$ cat src/rtl/uart_rx_bit_timer_if.sv
// Configuration and timing strobe bundle between the RX control FSM (master)
// and the bit timer (slave).
interface uart_rx_bit_timer_if #(
    parameter int unsigned PRESCALE_W = 6
);
    logic                  enable;
    logic [3:0]            data_len;
    logic                  PAR_EN;
    logic                  STOP2;
    logic [PRESCALE_W-1:0] Prescale;
    logic [PRESCALE_W-1:0] edge_cnt;
    logic [3:0]            bit_cnt;
    logic                  sample_stb;
    logic [1:0]            sample_idx;
    logic                  bit_done;
    logic                  frame_done;
    logic                  cfg_err;

    modport master (
        output enable, data_len, PAR_EN, STOP2, Prescale,
        input  edge_cnt, bit_cnt, sample_stb, sample_idx, bit_done, frame_done, cfg_err
    );

    modport slave (
        input  enable, data_len, PAR_EN, STOP2, Prescale,
        output edge_cnt, bit_cnt, sample_stb, sample_idx, bit_done, frame_done, cfg_err
    );
endinterface

$ cat src/rtl/uart_rx_bit_timer.sv
// UART RX bit/edge timing generator: per-frame latched config, 3-point
// majority sample strobes, bit/frame done pulses and config error flag.
module uart_rx_bit_timer #(
    parameter int unsigned PRESCALE_W = 6,
    parameter int unsigned DATA_MAX   = 8,
    parameter int unsigned DATA_MIN   = 5
) (
    input  logic               CLK,
    input  logic               RST,
    uart_rx_bit_timer_if.slave bt
);
    localparam int unsigned LEN_W = 4;
    localparam int unsigned BIT_W = 4;
    localparam int unsigned IDX_W = 2;
    localparam logic [PRESCALE_W-1:0] P_MIN = PRESCALE_W'(4);

    typedef enum logic [1:0] {IDLE, RUN, ERR} state_e;

    state_e                state_q, state_d;
    logic [PRESCALE_W-1:0] edge_cnt_q, edge_cnt_d;
    logic [BIT_W-1:0]      bit_cnt_q, bit_cnt_d;
    logic                  cfg_err_q, cfg_err_d;
    logic [LEN_W-1:0]      len_q, len_d;
    logic                  par_q, par_d;
    logic                  stop2_q, stop2_d;
    logic [PRESCALE_W-1:0] presc_q, presc_d;

    logic                  cfg_ok_c;
    logic [BIT_W-1:0]      frame_bits_c;
    logic [PRESCALE_W-1:0] mid_c;
    logic                  last_edge_c;
    logic                  last_bit_c;
    logic                  sample_stb_c;
    logic [IDX_W-1:0]      sample_idx_c;
    logic                  bit_done_c;
    logic                  frame_done_c;

    // Legality of the config currently presented on the inputs
    assign cfg_ok_c = (bt.Prescale >= P_MIN) &&
                      (bt.data_len >= LEN_W'(DATA_MIN)) &&
                      (bt.data_len <= LEN_W'(DATA_MAX));

    // Start + data + optional parity + 1 or 2 stop bits, from latched config
    assign frame_bits_c = len_q + BIT_W'(2) + BIT_W'(par_q) + BIT_W'(stop2_q);
    assign mid_c        = presc_q >> 1;
    assign last_edge_c  = (edge_cnt_q == presc_q - PRESCALE_W'(1));
    assign last_bit_c   = (bit_cnt_q == frame_bits_c - BIT_W'(1));

    always_ff @(posedge CLK or negedge RST) begin
        if (!RST) begin
            state_q    <= IDLE;
            edge_cnt_q <= '0;
            bit_cnt_q  <= '0;
            cfg_err_q  <= 1'b0;
            len_q      <= LEN_W'(8);
            par_q      <= 1'b0;
            stop2_q    <= 1'b0;
            presc_q    <= PRESCALE_W'(16);
        end else begin
            state_q    <= state_d;
            edge_cnt_q <= edge_cnt_d;
            bit_cnt_q  <= bit_cnt_d;
            cfg_err_q  <= cfg_err_d;
            len_q      <= len_d;
            par_q      <= par_d;
            stop2_q    <= stop2_d;
            presc_q    <= presc_d;
        end
    end

    always_comb begin
        state_d      = state_q;
        edge_cnt_d   = edge_cnt_q;
        bit_cnt_d    = bit_cnt_q;
        cfg_err_d    = cfg_err_q;
        len_d        = len_q;
        par_d        = par_q;
        stop2_d      = stop2_q;
        presc_d      = presc_q;
        sample_stb_c = 1'b0;
        sample_idx_c = '0;
        bit_done_c   = 1'b0;
        frame_done_c = 1'b0;

        // Strobes decode registered state only, independent of enable
        if (state_q == RUN) begin
            if (edge_cnt_q == mid_c - PRESCALE_W'(1)) begin
                sample_stb_c = 1'b1;
                sample_idx_c = IDX_W'(0);
            end else if (edge_cnt_q == mid_c) begin
                sample_stb_c = 1'b1;
                sample_idx_c = IDX_W'(1);
            end else if (edge_cnt_q == mid_c + PRESCALE_W'(1)) begin
                sample_stb_c = 1'b1;
                sample_idx_c = IDX_W'(2);
            end
            bit_done_c   = last_edge_c;
            frame_done_c = last_edge_c && last_bit_c;
        end

        if (!bt.enable) begin
            state_d    = IDLE;
            edge_cnt_d = '0;
            bit_cnt_d  = '0;
            cfg_err_d  = 1'b0;
        end else begin
            case (state_q)
                IDLE: begin
                    len_d      = bt.data_len;
                    par_d      = bt.PAR_EN;
                    stop2_d    = bt.STOP2;
                    presc_d    = bt.Prescale;
                    edge_cnt_d = '0;
                    bit_cnt_d  = '0;
                    state_d    = cfg_ok_c ? RUN : ERR;
                    cfg_err_d  = !cfg_ok_c;
                end
                RUN: begin
                    if (last_edge_c) begin
                        edge_cnt_d = '0;
                        if (last_bit_c) begin
                            // Frame boundary: pick up the next frame's config
                            bit_cnt_d = '0;
                            len_d     = bt.data_len;
                            par_d     = bt.PAR_EN;
                            stop2_d   = bt.STOP2;
                            presc_d   = bt.Prescale;
                            if (!cfg_ok_c) begin
                                state_d   = ERR;
                                cfg_err_d = 1'b1;
                            end
                        end else begin
                            bit_cnt_d = bit_cnt_q + BIT_W'(1);
                        end
                    end else begin
                        edge_cnt_d = edge_cnt_q + PRESCALE_W'(1);
                    end
                end
                ERR: begin
                    edge_cnt_d = '0;
                    bit_cnt_d  = '0;
                    cfg_err_d  = 1'b1;
                end
                default: begin
                    state_d    = IDLE;
                    edge_cnt_d = '0;
                    bit_cnt_d  = '0;
                    cfg_err_d  = 1'b0;
                end
            endcase
        end
    end

    assign bt.edge_cnt   = edge_cnt_q;
    assign bt.bit_cnt    = bit_cnt_q;
    assign bt.cfg_err    = cfg_err_q;
    assign bt.sample_stb = sample_stb_c;
    assign bt.sample_idx = sample_idx_c;
    assign bt.bit_done   = bit_done_c;
    assign bt.frame_done = frame_done_c;
endmodule
$ cat src/flat_wrapper.sv
// flat-port wrapper written by rule: the top's interface ports become plain ports
module uart_rx_bit_timer_flat 
#(
    parameter int unsigned PRESCALE_W = 6,
    parameter int unsigned DATA_MAX   = 8,
    parameter int unsigned DATA_MIN   = 5
)
  (CLK, RST, bt_enable, bt_data_len, bt_PAR_EN, bt_STOP2, bt_Prescale, bt_edge_cnt, bt_bit_cnt, bt_sample_stb, bt_sample_idx, bt_bit_done, bt_frame_done, bt_cfg_err);
  uart_rx_bit_timer_if #(.PRESCALE_W(PRESCALE_W)) bt_i ();
  input  logic CLK;
  input  logic RST;
  input wire logic [$bits(bt_i.enable)-1:0] bt_enable;
  input wire logic [$bits(bt_i.data_len)-1:0] bt_data_len;
  input wire logic [$bits(bt_i.PAR_EN)-1:0] bt_PAR_EN;
  input wire logic [$bits(bt_i.STOP2)-1:0] bt_STOP2;
  input wire logic [$bits(bt_i.Prescale)-1:0] bt_Prescale;
  output wire logic [$bits(bt_i.edge_cnt)-1:0] bt_edge_cnt;
  output wire logic [$bits(bt_i.bit_cnt)-1:0] bt_bit_cnt;
  output wire logic [$bits(bt_i.sample_stb)-1:0] bt_sample_stb;
  output wire logic [$bits(bt_i.sample_idx)-1:0] bt_sample_idx;
  output wire logic [$bits(bt_i.bit_done)-1:0] bt_bit_done;
  output wire logic [$bits(bt_i.frame_done)-1:0] bt_frame_done;
  output wire logic [$bits(bt_i.cfg_err)-1:0] bt_cfg_err;
  assign bt_i.enable = bt_enable;
  assign bt_i.data_len = bt_data_len;
  assign bt_i.PAR_EN = bt_PAR_EN;
  assign bt_i.STOP2 = bt_STOP2;
  assign bt_i.Prescale = bt_Prescale;
  assign bt_edge_cnt = bt_i.edge_cnt;
  assign bt_bit_cnt = bt_i.bit_cnt;
  assign bt_sample_stb = bt_i.sample_stb;
  assign bt_sample_idx = bt_i.sample_idx;
  assign bt_bit_done = bt_i.bit_done;
  assign bt_frame_done = bt_i.frame_done;
  assign bt_cfg_err = bt_i.cfg_err;
  uart_rx_bit_timer #(.PRESCALE_W(PRESCALE_W), .DATA_MAX(DATA_MAX), .DATA_MIN(DATA_MIN)) u_core (.CLK(CLK), .RST(RST), .bt(bt_i));
endmodule
$ cat config.mk
export PLATFORM = sky130hd
export DESIGN_NAME = uart_rx_bit_timer_flat
export DESIGN_NICKNAME = d
export VERILOG_FILES = /design/src/rtl/uart_rx_bit_timer_if.sv /design/src/rtl/uart_rx_bit_timer.sv /design/src/flat_wrapper.sv
export SDC_FILE = /design/constraint.sdc
export NUM_CORES = 1
export LEC_CHECK = 0
export ABC_AREA = 1
export BUFFER_PORTS_ARGS = -buffer_cell sky130_fd_sc_hd__buf_2
export CORE_ASPECT_RATIO = 1.4
export CORE_MARGIN = 4
export CORE_UTILIZATION = 30
export CTS_CLUSTER_DIAMETER = 120
export DETAILED_ROUTE_END_ITERATION = 16
export PLACE_DENSITY = 0.59
export SYNTH_ARGS = -nofsm -noshare
export SYNTH_HDL_FRONTEND = slang
export SYNTH_SLANG_ARGS = --single-unit
$ cat constraint.sdc
create_clock -name CLK -period 4.7 [get_ports CLK]
set_input_delay 0.705 -clock CLK [delete_from_list [all_inputs] [get_ports CLK]]
set_output_delay 0.705 -clock CLK [all_outputs]
set_load 0.01 [all_outputs]
==> metrics.yaml, run 1 <==
sta:
  hold_viol: 0
  post-route-period-util_pct: 70.2
  max_freq_mhz: 303
  slew_headroom_pct: 35.4
  grt_setup_unrepaired: "false"
  worst_pin_slew_ps: 968
  clock_skew_ps: 6.96
  drv_slew: 0
  period_needed_ps: 3300
  setup_violations: 0
  finalSetupTns_ps: 0
power:
  clockPowerShare_pct: 11.4
  leakage_nw: 1.23
  ir_worst_vdd_v: 0.000184
  power_frac_comb_pct: 55.2
  power.density_nw_per_um2: 505
  power.switching_mw: 0.527
  p_int_mw: 0.595
  sw_frac_of_total_pct: 46.9
  seqPwrFrac_pct: 33.4
drt:
  first_pass_iters: 4
  routed_via_density: 4.66
  wl_um: 4560
  vias: 1744
  drc: 0
  postRouteAntennaNets: 0
  wl_per_cell_um: 12.2
  drt-initial-drc-count: 86
placed_design:
  place_area_um2: 2170
  place_hpwl_um: 3620
  io_buffers: 30
  gp_congestion: 0.838
global_route:
  antenna_found_initial: 0
  track_usage_pct: 12.4
  grt_start_max_net_pins: 26
  gr-total-overflow: 0
  grt_pass1_vias: 1773
  grt_pass1_wl_um: 8220
cts:
  ctsResizeCount: 0
  tritoncts: "done"
  numCtsBuffers: 3
  holdBufCountCts: 0
  cts.reportedPaths.clkPinSlew_ps: 90
  cts_setup_buffers: 0
  clk_latency_ps: 270
  clock_sink_count: 25
  cts_max_path_buffers: 2
  cts-root-buf: "clkbuf_8"
  ctsHtreeMaxLevel: 1
synth:
  yosys.area.top_type: "dfrtp_1"
  seq_area_frac_synth_pct: 31.6
  synth.top_cell.area_share_pct: 28.9
  synth_warnings: 0
  avgSynthCellArea_um2: 7.20
  synth_nets: 305
  synth.distinct_cells: 27
  ys_ff_latch: 25
  syn_area_um2: 1990
  yosys-top-cells-area: "dfrtp_1, nand2_1, ha_1"
  syn_inst: 276
floorplanning:
  core_region_area_um2: 6340
  ioPinCount: 31
  start_util_pct: 31.4
  rows: 34
  die_h_um: 104
  dieArea_um2: 8010
  fp.dieW_um: 76.8
flow_run:
  cap_viol_max_count: 0
status:
  status: "completed"
worst_setup_path:
  start_kind: "register"
  cp_slowest_cell: "fa_1"
  endpoint_kind: "primary output"
  worstPathRequired_ps: 3990
  path_cells: "inv_1, ha_1, inv_1, ha_1, fa_1, nand2_1, inv_2, o21ai_0, nand2_1, inv_1, nand3_1, nor3_1, buf_2"
  cpPeakStageDelay_ps: 420
  criticalPathCategory: "reg -> out"
  cp.arrival_ps: 2590
  crit_buf_inv: 5
  cp_common_cell: "inv_1"
  path_delay_family: "adder cells"
  crit_fanout: 5
finish:
  postLayoutCellArea_um2: 2220
  fin_util_pct: 35.0
  antenna-diode-count: 0
  synthToLayoutAreaGrowth_pct: 11.6
  drive_gt1_share_pct: 15.9
  layout.nets: 332
  final_cell_mix: "nand2_1, inv_1, buf_2"
  final_common_cell: "nand2_1"
hold_path:
  hold_path.class: "in -> async"
## state kept, by name, summed over array words and instances, names as in the netlist
signal	count
u_core.bt.edge_cnt	6
u_core.presc_q	6
u_core.bt.bit_cnt	4
u_core.len_q	4
u_core.state_q	2
u_core.bt.cfg_err	1
u_core.par_q	1
u_core.stop2_q	1
## power by group through the flow
| stage | registers, mW | clock network, mW | logic [mW] |
|---|---|---|---|
| floorplan | 0.339 | 0 | 0.540 |
| global placement | 0.378 | 0 | 0.603 |
| detailed placement | 0.380 | 0 | 0.625 |
| CTS | 0.375 | 0.133 | 0.629 |
| global route | 0.388 | 0.142 | 0.731 |
| finish | 0.375 | 0.128 | 0.619 |
## Yosys cell counts (all sizes together)
cell    number
dfstp        2
o21ai        3
buf          8
o21a         1
inv         37
nand2       85
or2          1
xnor2        8
nor2        29
dfrtp       23
nor3b        2
xor2        15
nor3         5
nand3b       1
ha          13
a21oi        4
fa           1
nand4       19
nand3       19
## path summary, 6_finish.rpt
| path | start | to | slack [ps] | cells after the start |
|---|---|---|---|---|
| min | RST | u_core.stop2_q | 420 | 1 |
| max reg2reg | u_core.stop2_q | u_core.len_q[1] | 1770 | 15 |
| min reg2reg | u_core.bt.cfg_err | u_core.bt.cfg_err | 470 | 2 |
| max | u_core.stop2_q | bt_frame_done | 1400 | 13 |
| min in group CLK | u_core.bt.cfg_err | u_core.bt.cfg_err | 470 | 2 |
| max in group asynchronous | RST | u_core.bt.edge_cnt[4] | 3890 | 1 |
## metal layers
metal	track usage [%]	share of wire, %
met4	3.89	1.5
met5	0	0
met1	14.9	45
met3	1.56	2.1
met2	22.6	52
## per-stage QoR
step	hold slack, ps	setup slack [ps]	std cells	total power [mW]
6_report	416	1400	374	1.12
5_1_grt	472	1170	374	1.26
4_1_cts	452	1390	374	1.14
3_5_place_dp	454	1700	370	1.00
3_3_place_gp	456	1830	370	0.981
2_1_floorplan	409	1940	276	0.879
## layout make-up
| cell class | instances | area, um^2 |
|---|---|---|
| fillers | 683 | 4120 |
| clock buffers | 4 | 45.0 |
| multi-input cells | 206 | 1170 |
| inverters | 37 | 139 |
| flip-flops and latches | 25 | 628 |
| well taps | 72 | 90.1 |
| repair buffers | 30 | 150 |
## worst reg2reg max path, cell delays in order (launching register included)
cell and delay [ps]:
dfrtp_1 360, inv_1 50, ha_1 270, inv_1 40, ha_1 220, fa_1 420
nand2_1 90, inv_2 40, o21ai_0 130, nand2_1 70, inv_1 60, nand3_1 160
nand2_1 400, nand3_2 320, nand2_1 150, nand2_1 70
## cell families after synthesis
family                   Yosys count  share of synthesized area, %
adder cells (fa/ha/maj)           14                          9.19
buffers and inverters             45                          9.69
AND/OR/NAND/NOR                  161                          37.3
AO/OA/AOI/OAI                      8                          2.14
XOR/XNOR                          23                          10.1
flip-flops                        25                          31.6
Power figures use the tool's default switching activity.
==> run 2: changes to the inputs <==
--- a/config.mk
+++ b/config.mk
@@ -12,7 +12,7 @@
 export CORE_UTILIZATION = 30
 export CTS_CLUSTER_DIAMETER = 120
 export DETAILED_ROUTE_END_ITERATION = 16
-export PLACE_DENSITY = 0.59
+export PLACE_DENSITY = 0.6
 export SYNTH_ARGS = -nofsm -noshare
 export SYNTH_HDL_FRONTEND = slang
 export SYNTH_SLANG_ARGS = --single-unit
==> constraint.sdc (replaced) <==
create_clock -name CLK -period 3 [get_ports CLK]
set_input_delay 0.45 -clock CLK [delete_from_list [all_inputs] [get_ports CLK]]
set_output_delay 0.45 -clock CLK [all_outputs]
set_load 0.01 [all_outputs]
==> run 2 against run 1 <==
Against the previous run:
- sequential cell count unchanged
- global-route usage barely moved
- first-iteration DRC count shrank 36%
- sequential share of layout area fell by 0.70 points
- register-to-register slack lost 1200 ps
- setup slack got worse by 1200 ps
- total power increased by 64%
- final area grew 2.5%
- cell count increased by 0.80%
- wire length is 1.2% higher
- core utilization up 0.89 points
- largest power group unchanged
- highest routed layer unchanged
==> metrics.yaml, run 2 (synthesis gave the netlist of run 1 again) <==
status:
  status: "completed"
drt:
  postRouteAntennaNets: 0
  first_pass_iters: 4
  wl_per_cell_um: 12.2
  routed_via_density: 4.65
  vias: 1754
  drc: 0
  wl_um: 4610
  drt-initial-drc-count: 55
cts:
  ctsHtreeMaxLevel: 1
  numCtsBuffers: 3
  clock_sink_count: 25
  cts_max_path_buffers: 2
  clk_latency_ps: 260
  cts-root-buf: "clkbuf_8"
  tritoncts: "done"
  cts.reportedPaths.clkPinSlew_ps: 90
sta:
  clock_skew_ps: 2.12
  worst_pin_slew_ps: 595
  finalSetupTns_ps: 0
  drv_slew: 0
  layout_setup_ws_ps: 185
  post-route-period-util_pct: 93.8
  setup_violations: 0
  slew_headroom_pct: 60.3
  period_needed_ps: 2810
  max_freq_mhz: 355
  hold_viol: 0
global_route:
  track_usage_pct: 12.4
  grt_pass1_vias: 1727
  grt_pass1_wl_um: 8200
  gr-total-overflow: 0
  antenna_found_initial: 0
  grt_start_max_net_pins: 26
floorplanning:
  core_region_area_um2: 6340
  rows: 34
  start_util_pct: 31.4
  die_h_um: 104
  fp.dieW_um: 76.8
  dieArea_um2: 8010
  ioPinCount: 31
finish:
  final_cell_mix: "nand2_1, inv_1, buf_2"
  final_common_cell: "nand2_1"
  fin_util_pct: 35.9
  layout.nets: 335
  drive_gt1_share_pct: 18.7
  antenna-diode-count: 0
  synthToLayoutAreaGrowth_pct: 14.5
  finalNonFillerCells: 377
worst_setup_path:
  timing.rr.start: "u_core.stop2_q"
  reg2reg_depth: 12
  cp.arrival_ps: 2360
  ff2ff_setup_slack_ps: 530
  crit_fanout: 5
  start_kind: "register"
  reg2reg_to: "u_core.len_q[0]"
  endpoint_kind: "primary output"
  worstPathRequired_ps: 2550
  criticalPathCategory: "reg -> out"
power:
  power.density_nw_per_um2: 807
  power_mw: 1.84
  leakage_nw: 1.26
  ir_worst_vdd_v: 0.000369
flow_run:
  cap_viol_max_count: 0
hold_path:
  hold_path.class: "in -> async"
placed_design:
  place_ws_ps: 296
  place_hpwl_um: 3590
  io_buffers: 30
  gp_congestion: 0.838
  placed_cells: 372
[run 2: worst max-delay path, cell delays in order, from the launching register on]
cell     delay [ps]
dfrtp_1         350
inv_1            40
ha_1            270
inv_1            60
ha_2            190
fa_2            450
xor2_1          180
nor2_2          160
nand3_4         120
nor3_4          140
buf_2           150
[run 2: where the power goes]
| part | total [mW] | switching (mW) | internal (mW) |
|---|---|---|---|
| Sequential | 0.591 | 0.147 | 0.444 |
| Combinational | 1.05 | 0.615 | 0.431 |
| Clock | 0.199 | 0.104 | 0.0948 |
[run 2: layer usage]
layer | part of all wire (%) | routed length [um] | GRT usage [%] | up-vias
met2 | 53 | 2430 | 22.4 | 24
met4 | 1.0 | 47 | 4.40 | 0
met5 | 0 | 0 | 0 | -
met3 | 1.9 | 86 | 0.953 | 2
li1 | - | - | - | 930
met1 | 44 | 2040 | 15.1 | 798
[run 2: final cells by class]
type / count / area [um^2]
fill: 675 / 4060
multi-input combinational: 206 / 1200
sequential: 25 / 628
timing repair buffer: 33 / 173
inverter: 37 / 139
tap: 72 / 90.1
clock buffer: 4 / 45.0
[run 2: how the worst max path moves through the flow]
stage                   startpoint       endpoint  slack [ps]
global route        u_core.stop2_q  bt_frame_done          -2
floorplan           u_core.stop2_q  bt_frame_done         500
global placement    u_core.stop2_q  bt_frame_done         380
detailed placement  u_core.stop2_q  bt_frame_done         300
finish              u_core.stop2_q  bt_frame_done         190
CTS                 u_core.stop2_q  bt_frame_done          30
[run 2: per-stage QoR]
stage | cell area (um^2) | hold WS [ps]
2_1_floorplan | 1990 | 154
3_3_place_gp | 2190 | 460
3_5_place_dp | 2190 | 471
4_1_cts | 2240 | 205
5_1_grt | 2280 | 233
6_report | 2280 | 182
[run 2: timing repair]
action                     in CTS  in global routing
setup endpoints to repair       1                  1
setup buffers                   0                  1
gates resized for setup         1                  8
hold buffers                    0                  0
pin swaps                       0                  2
